===== config.mk =====
export PLATFORM = sky130hd
export DESIGN_NAME = quad_mem_arbiter
export DESIGN_NICKNAME = d
export VERILOG_FILES = /design/src/rtl/quad_mem_arbiter.sv
export SDC_FILE = /design/constraint.sdc
export NUM_CORES = 1
export LEC_CHECK = 0
export ABC_CLOCK_PERIOD_IN_PS = 4470
export BUFFER_PORTS_ARGS = -buffer_cell sky130_fd_sc_hd__buf_2
export CAP_MARGIN = 30
export CORE_ASPECT_RATIO = 0.6
export CORE_MARGIN = 4
export CORE_UTILIZATION = 48
export DETAILED_ROUTE_END_ITERATION = 10
export GPL_ROUTABILITY_DRIVEN = 0
export PLACE_DENSITY = 0.85
export SYNTH_ARGS = -nofsm -noshare
export SYNTH_HDL_FRONTEND = slang
export SYNTH_SLANG_ARGS = --single-unit

===== constraint.sdc =====
create_clock -name i_clk -period 4.47 [get_ports i_clk]
set_input_delay 0.2235 -clock i_clk [delete_from_list [all_inputs] [get_ports i_clk]]
set_output_delay 0.2235 -clock i_clk [all_outputs]
set_load 0.01 [all_outputs]

===== src/rtl/quad_mem_arbiter.sv =====
// Two-requester round-robin arbiter/sequencer in front of the uFork quad-cell memory.
// Latency from the grant edge: write/refused ack in cycle 2, read ack in cycle 3.
// Backpressure: req/ack handshake; a requester holds req and operands until its ack.
//
// Ports:
//   i_clk, i_rst_n             clock, asynchronous active-low reset
//   i_rom_wp                   ROM write-protect, sampled at grant
//   i_req*/i_wr*/i_addr*/      per-requester access (addr = {bank, quad addr})
//   i_field*/i_data*
//   o_ack*, o_err, o_rdata     registered completion pulse, refusal flag, read data
//   o_mem_*, o_cs_*            registered memory controls, live for the ISSUE cycle only
//   i_mem_data                 memory read data, valid one cycle after a read issue
module quad_mem_arbiter #(
    parameter int DATA_SZ = 16,
    parameter int ADDR_SZ = 12,
    parameter int BANK_SZ = 2
) (
    input  logic                       i_clk,
    input  logic                       i_rst_n,
    input  logic                       i_rom_wp,
    input  logic                       i_req0,
    input  logic                       i_req1,
    input  logic                       i_wr0,
    input  logic                       i_wr1,
    input  logic [BANK_SZ+ADDR_SZ-1:0] i_addr0,
    input  logic [BANK_SZ+ADDR_SZ-1:0] i_addr1,
    input  logic [1:0]                 i_field0,
    input  logic [1:0]                 i_field1,
    input  logic [DATA_SZ-1:0]         i_data0,
    input  logic [DATA_SZ-1:0]         i_data1,
    output logic                       o_ack0,
    output logic                       o_ack1,
    output logic [DATA_SZ-1:0]         o_rdata,
    output logic                       o_err,
    output logic                       o_mem_wr,
    output logic [ADDR_SZ-1:0]         o_mem_addr,
    output logic [1:0]                 o_mem_field,
    output logic [DATA_SZ-1:0]         o_mem_data,
    output logic                       o_cs_ram,
    output logic                       o_cs_rom0,
    output logic                       o_cs_rom1,
    input  logic [DATA_SZ-1:0]         i_mem_data
);

    localparam int AW = BANK_SZ + ADDR_SZ;

    localparam logic [1:0] BANK_ROM0 = 2'b00;
    localparam logic [1:0] BANK_ROM1 = 2'b01;
    localparam logic [1:0] BANK_RAM  = 2'b10;
    localparam logic [1:0] BANK_BAD  = 2'b11;

    typedef enum logic [1:0] {
        S_IDLE,
        S_ISSUE,
        S_WAIT,
        S_ACK
    } state_t;

    state_t               state_q, state_d;
    logic                 last_q, last_d;        // last grantee; also the owner of the access in flight
    logic                 wr_q, wr_d;
    logic                 refused_q, refused_d;
    logic                 ack0_q, ack0_d;
    logic                 ack1_q, ack1_d;
    logic                 err_q, err_d;
    logic [DATA_SZ-1:0]   rdata_q, rdata_d;
    logic                 mem_wr_q, mem_wr_d;
    logic [ADDR_SZ-1:0]   mem_addr_q, mem_addr_d;
    logic [1:0]           mem_field_q, mem_field_d;
    logic [DATA_SZ-1:0]   mem_data_q, mem_data_d;
    logic                 cs_ram_q, cs_ram_d;
    logic                 cs_rom0_q, cs_rom0_d;
    logic                 cs_rom1_q, cs_rom1_d;

    // Candidate grant: on a tie the requester that did not win last time.
    logic                 gnt_sel;
    logic                 sel_wr;
    logic [AW-1:0]        sel_addr;
    logic [1:0]           sel_field;
    logic [DATA_SZ-1:0]   sel_data;
    logic [1:0]           sel_bank;
    logic                 sel_refuse;

    always_comb begin
        gnt_sel    = (i_req0 && i_req1) ? ~last_q : i_req1;
        sel_wr     = gnt_sel ? i_wr1    : i_wr0;
        sel_addr   = gnt_sel ? i_addr1  : i_addr0;
        sel_field  = gnt_sel ? i_field1 : i_field0;
        sel_data   = gnt_sel ? i_data1  : i_data0;
        sel_bank   = sel_addr[AW-1 -: 2];
        // Write-protect is judged here, at grant, and the verdict is latched.
        sel_refuse = (sel_bank == BANK_BAD) ||
                     (sel_wr && (sel_bank != BANK_RAM) && i_rom_wp);
    end

    always_comb begin
        state_d     = state_q;
        last_d      = last_q;
        wr_d        = wr_q;
        refused_d   = refused_q;
        ack0_d      = 1'b0;
        ack1_d      = 1'b0;
        err_d       = 1'b0;
        rdata_d     = rdata_q;
        mem_wr_d    = 1'b0;
        mem_addr_d  = mem_addr_q;
        mem_field_d = mem_field_q;
        mem_data_d  = mem_data_q;
        cs_ram_d    = 1'b0;
        cs_rom0_d   = 1'b0;
        cs_rom1_d   = 1'b0;

        unique case (state_q)
            S_IDLE: begin
                if (i_req0 || i_req1) begin
                    state_d     = S_ISSUE;
                    last_d      = gnt_sel;
                    wr_d        = sel_wr;
                    refused_d   = sel_refuse;
                    // Memory controls are loaded now so they are flop outputs
                    // for exactly the ISSUE cycle.
                    mem_addr_d  = sel_addr[ADDR_SZ-1:0];
                    mem_field_d = sel_field;
                    mem_data_d  = sel_data;
                    mem_wr_d    = sel_wr && !sel_refuse;
                    cs_ram_d    = !sel_refuse && (sel_bank == BANK_RAM);
                    cs_rom0_d   = !sel_refuse && (sel_bank == BANK_ROM0);
                    cs_rom1_d   = !sel_refuse && (sel_bank == BANK_ROM1);
                end
            end
            S_ISSUE: begin
                if (refused_q || wr_q) begin
                    state_d = S_ACK;
                    ack0_d  = !last_q;
                    ack1_d  = last_q;
                    err_d   = refused_q;
                    if (refused_q) begin
                        rdata_d = '0;
                    end
                end else begin
                    state_d = S_WAIT;
                end
            end
            S_WAIT: begin
                // Memory output is registered: it is valid in this cycle.
                state_d = S_ACK;
                rdata_d = i_mem_data;
                ack0_d  = !last_q;
                ack1_d  = last_q;
            end
            S_ACK: begin
                state_d = S_IDLE;
            end
            default: begin
                state_d = S_IDLE;
            end
        endcase
    end

    always_ff @(posedge i_clk or negedge i_rst_n) begin
        if (!i_rst_n) begin
            state_q     <= S_IDLE;
            last_q      <= 1'b1;
            wr_q        <= 1'b0;
            refused_q   <= 1'b0;
            ack0_q      <= 1'b0;
            ack1_q      <= 1'b0;
            err_q       <= 1'b0;
            rdata_q     <= '0;
            mem_wr_q    <= 1'b0;
            mem_addr_q  <= '0;
            mem_field_q <= '0;
            mem_data_q  <= '0;
            cs_ram_q    <= 1'b0;
            cs_rom0_q   <= 1'b0;
            cs_rom1_q   <= 1'b0;
        end else begin
            state_q     <= state_d;
            last_q      <= last_d;
            wr_q        <= wr_d;
            refused_q   <= refused_d;
            ack0_q      <= ack0_d;
            ack1_q      <= ack1_d;
            err_q       <= err_d;
            rdata_q     <= rdata_d;
            mem_wr_q    <= mem_wr_d;
            mem_addr_q  <= mem_addr_d;
            mem_field_q <= mem_field_d;
            mem_data_q  <= mem_data_d;
            cs_ram_q    <= cs_ram_d;
            cs_rom0_q   <= cs_rom0_d;
            cs_rom1_q   <= cs_rom1_d;
        end
    end

    assign o_ack0      = ack0_q;
    assign o_ack1      = ack1_q;
    assign o_err       = err_q;
    assign o_rdata     = rdata_q;
    assign o_mem_wr    = mem_wr_q;
    assign o_mem_addr  = mem_addr_q;
    assign o_mem_field = mem_field_q;
    assign o_mem_data  = mem_data_q;
    assign o_cs_ram    = cs_ram_q;
    assign o_cs_rom0   = cs_rom0_q;
    assign o_cs_rom1   = cs_rom1_q;

endmodule


---- Word-level counts from Yosys, hierarchy flattened ----
Cells that the tools add are included.
operators by class
  equal/unequal tests ..................... 10
  mux-type cells .......................... 25
  bitwise logic cells ..................... 1
  reduce and logical (&&, ||, !) cells .... 17
operators with widths
  cell                                                  number
  2-to-1 mux 16 bit                                     3
  case mux 16 bit (2 select lines)                      1
  2-to-1 mux 1 bit                                      15
  2-to-1 mux 14 bit                                     1
  equality test 2 bit (second input constant)           4
  inequality test 2 bit (second input constant)         4
  case mux 2 bit (4 select lines)                       1
  logical AND 1 bit                                     7
  equality test 2 x 1 -> 1 bit (second input constant)  2
  logical NOT 2 bit                                     2
  2-to-1 mux 2 bit                                      2
  case mux 1 bit (2 select lines)                       2
  logical OR 1 bit                                      3
  AND reduction 3 bit                                   1
  logical NOT 1 bit                                     2
  AND reduction 2 bit                                   1
  nonzero test 2 bit                                    1
  inverter 1 bit                                        1
storage, ports and cells
  register bits ........................... 58
  input bits .............................. 87
  output and inout port bits .............. 53
  logic and storage cells ................. 68

---- Longest topological paths before layout ----
  depth after elaboration ................. 11
  mapped depth ............................ 7
  gate-level depth less buffers ........... 6

---- Worst setup path before layout ----
Ideal clock, no wire load.
  path type ............................... register -> register
  start ................................... register state_q[0]
  end ..................................... register rdata_q[1] (netlist: o_rdata[1])
  library setup time ...................... 0.135 ns
  arrival time ............................ 1.386 ns
  required time ........................... 4.335 ns
  slack ................................... 2.949 ns
  stages on the path, launching flop included .. 7
  path buffers ............................ 2
  clock period less this slack ............ 1.521 ns
  cell sequence ........................... dfrtp_1 inv_1 ha_1 clkbuf_1 a21oi_1 clkbuf_1 o21ai_0
on the way
  word-level cells in the longest chain between the ends .. 3
  elaborated cells on any way between the ends .. 7
  classes of those cells .................. 4 x eq/ne; 1 x mux; 2 x reduce/logical
RTL lines
  what                                                                          RTL line  text
  start: declaration                                                            59        state_t state_q, state_d;
  start signal: assignment                                                      178       state_q <= state_d;
  equality test 2 x 1 -> 1 bit / equality test 2 bit (equally long branches)    113       unique case (state_q)
  inequality test 2 bit (no line) / nonzero test 2 bit (equally long branches)  --
  AND reduction 3 bit (no line)                                                 --
  end signal: assignment                                                        185       rdata_q <= rdata_d;
  end: declaration                                                              66        logic [DATA_SZ-1:0] rdata_q, rdata_d;
Several ways; a longest one is shown, not always the timed one.
A chain may end at the register's enable or synchronous reset.

---- Worst setup path in the final report ----
  start ................................... register state_q[0]
  end ..................................... register wr_q
on the way
  word-level cells in the longest chain between the ends .. 2
RTL lines
  what                           RTL line  text
  logical NOT 2 bit              113
  AND reduction 2 bit (no line)  --
  end signal: assignment         180       wr_q <= wr_d;
  end: declaration               61        logic wr_q, wr_d;
No other way between the ends.

==> flow_summary.ini <==
[route]
wl_per_cell_um = 13.7
drt-initial-drc-count = 57
antenna_left = 0
postRouteWirelength_um = 6330
via_per_inst = 4.88
dr.pass1.iters = 5
route.vias.total = 2253
drcViolationCount = 0

[timing]
max-slew-margin-rel_pct = 53.7
worst_pin_slew_ns = 0.695
finalHoldViolations = 0
tns_ns = 0
clock_skew_ns = 0.00787
setup_viol = 0
period_needed_ns = 1.97
final.period_utilization_pct = 44.1
clock.fmax_ghz = 0.507
slew_viol_final = 0
rsz0062_at_grt = no

[logic_synthesis]
synth.distinct_cells = 27
yosys_warnings = 0
synth-seq-cells = 58
synth.avg_cell_area_um2 = 10.1
synth-seq-area-share_pct = 56.7
syn-cell-area_um2 = 2560
syn_nets = 343
synth_cells = 253

[setup_path]
crit_path_start_kind = flip-flop
critPathBufInv = 2
slowest_stage = dfrtp_1
path_max_fanout = 33
r2r_start = state_q[0]
crit_start = state_q[0]
crit_type = flip-flop to flip-flop
rr_worst_depth = 5
crit_path_end_kind = flip-flop
cp_num_cells = 5
worstPathArrival_ns = 2.19
crit_chain = inv_1 > ha_1 > o21ai_4 > buf_4 > mux2_2
crit_path_end = wr_q
r2r_end = wr_q
path_delay_family = buffers and inverters
rrSetupSlack_ns = 2.50
crit_path_max_incr_delay_ns = 0.41
cp.required_ns = 4.69

[clocking]
insertion_delay_ns = 0.33
clk_path_buf_depth = 2
post_cts_buffers = 0
cts_tree = built
cts-buffers-inserted = 9
cts_root_buf = clkbuf_8
htree_levels = 3
cts_hold_buf = 0
numClockSinks = 58
clk_pin_slew_ns = 0.07
cts_resized = 0

[pwr]
powerDensity_nw_per_um2 = 629
p_seq_share_pct = 38.0
pwr-share-comb_pct = 39.7
power_switching_uw = 848
p_int_mw = 1.37
clockPowerShare_pct = 22.3
ir_worst_vdd_v = 0.000333
swShare_pct = 38.1
p_leak_nw = 1.90

[global_routing]
grt_usage_pct = 19.6
globalRouteOverflowTotal = 0
grt_use_met2_pct = 31.0
grt_max_degree = 59
top_usage_layer = met2
grt_pass1_vias = 2182
antenna_found_initial = 0
met3_usage_pct = 6.45
use_met1_pct = 25.1
grt_pass1_wl_um = 9940

[die]
coreArea_um2 = 5100
die_area_um2 = 6610
initial_core_util_pct = 50.2
rows = 20
die_x_um = 102
die_h_um = 64.6
boundaryPins = 140

[placement]
dp_hpwl_um = 4880
placed_cell_area_um2 = 3310
portBuffers = 139

[cells_and_area]
syn_to_final_growth_pct = 37.9
fin_area_um2 = 3530
mostFrequentLayoutCells = buf_2, nand2_1, dfrtp_1
final_common_cell = buf_2
drive_gt1_share_pct = 41.9
layout.nets = 481
num_antenna_cells = 0

[flow_run]
maxCapViolations = 0

[outcome]
outcome = finished, final reports clean

[worst_hold_path]
hp-class = input pin to async pin
flip-flops by register name, indices dropped and copies added (netlist names):
name	cells
wr_q	1
o_mem_addr	12
last_q	1
o_cs_ram	1
state_q	2
o_mem_data	16
o_cs_rom1	1
o_mem_wr	1
o_rdata	16
o_mem_field	2
o_ack0	1
refused_q	1
o_ack1	1
o_cs_rom0	1
o_err	1
synthesized netlist by cell type:
library cell	n	area share, %
a21boi_2	1	0.44
a21oi_1	2	0.39
a21oi_2	1	0.34
a31oi_1	1	0.24
a32o_1	1	0.39
a32oi_1	1	0.34
and2_1	2	0.49
and2b_1	1	0.29
and3_1	1	0.24
buf_4	3	0.88
buf_6	1	0.44
clkbuf_1	12	1.8
dfrtp_1	57	56
dfstp_2	1	1.0
ha_1	3	1.5
inv_1	4	0.59
mux2_2	1	0.44
mux2_4	1	0.59
mux2i_1	31	12
nand2_1	64	9.4
nand2b_1	1	0.24
nor2_1	6	0.88
nor2b_1	3	0.73
nor3_1	1	0.20
o21a_1	1	0.29
o21ai_0	51	10
o21ai_1	1	0.20
routing by layer:
metal | up-vias | routed length, um | share of wire (%)
li1 | 1126 | - | -
met1 | 1003 | 2680 | 42
met2 | 113 | 2890 | 46
met3 | 11 | 665 | 11
met4 | 0 | 91 | 1.4
met5 | - | 0 | 0
kinds of logic after synthesis:
family | Yosys count | share of synthesized area, %
and+or+nand+nor | 79 | 12.5
AOI/OAI and AO/OA | 60 | 12.6
DFF | 58 | 56.7
muxes | 33 | 13.1
buffers and inverters | 20 | 3.66
adders and majority gates | 3 | 1.46
how the worst min path moves through the flow:
stage,slack [ns],from,end,depth (start not counted)
floorplan,-0.07,i_rst_n,o_ack0,0
global placement,0.40,i_rst_n,o_rdata[0],2
detailed placement,0.41,i_rst_n,o_rdata[8],2
CTS,0.04,i_rst_n,o_rdata[8],2
global route,0.08,i_rst_n,o_rdata[12],2
finish,0.02,i_rst_n,o_rdata[8],2
metrics by stage:
| stage | setup WS [ns] | power (mW) | util, % | cells | hold slack (ns) |
|---|---|---|---|---|---|
| floorplan | 2.95 | 1.37 | - | 253 | -0.0721 |
| global placement | 2.38 | 1.66 | 64.8 | 445 | 0.397 |
| detailed placement | 2.15 | 1.72 | 64.8 | 445 | 0.409 |
| CTS | 2.13 | 2.23 | 68.9 | 461 | 0.0426 |
| global route | 2.37 | 2.40 | 69.2 | 462 | 0.0814 |
| finish | 2.50 | 2.22 | 69.2 | 462 | 0.0154 |
final cells by class:
| type | count | area [um^2] |
|---|---|---|
| inverter | 4 | 15.0 |
| fill | 400 | 1570 |
| tap | 66 | 82.6 |
| clock inverter | 5 | 61.3 |
| timing repair buffer | 143 | 733 |
| sequential | 58 | 1450 |
| clock buffer | 11 | 151 |
| multi-input combinational | 175 | 1040 |
power by group through the flow:
stage / Sequential, mW / Clock, mW / Combinational, mW
after global routing: 0.872 / 0.534 / 0.998
after global placement: 0.841 / 0 / 0.822
final: 0.844 / 0.497 / 0.882
after CTS: 0.844 / 0.510 / 0.872
after floorplan: 0.928 / 0 / 0.438
after detailed placement: 0.851 / 0 / 0.873
worst register-to-register path: cells and delay by family, from the launching register on:
| family | cells | cell delay [ns] |
|---|---|---|
| adders and majority gates | 1 | 0.31 |
| DFF | 1 | 0.41 |
| muxes | 1 | 0.38 |
| buffers and inverters | 2 | 0.48 |
| AOI/OAI and AO/OA | 1 | 0.28 |
(Power assumes the default switching activity.)
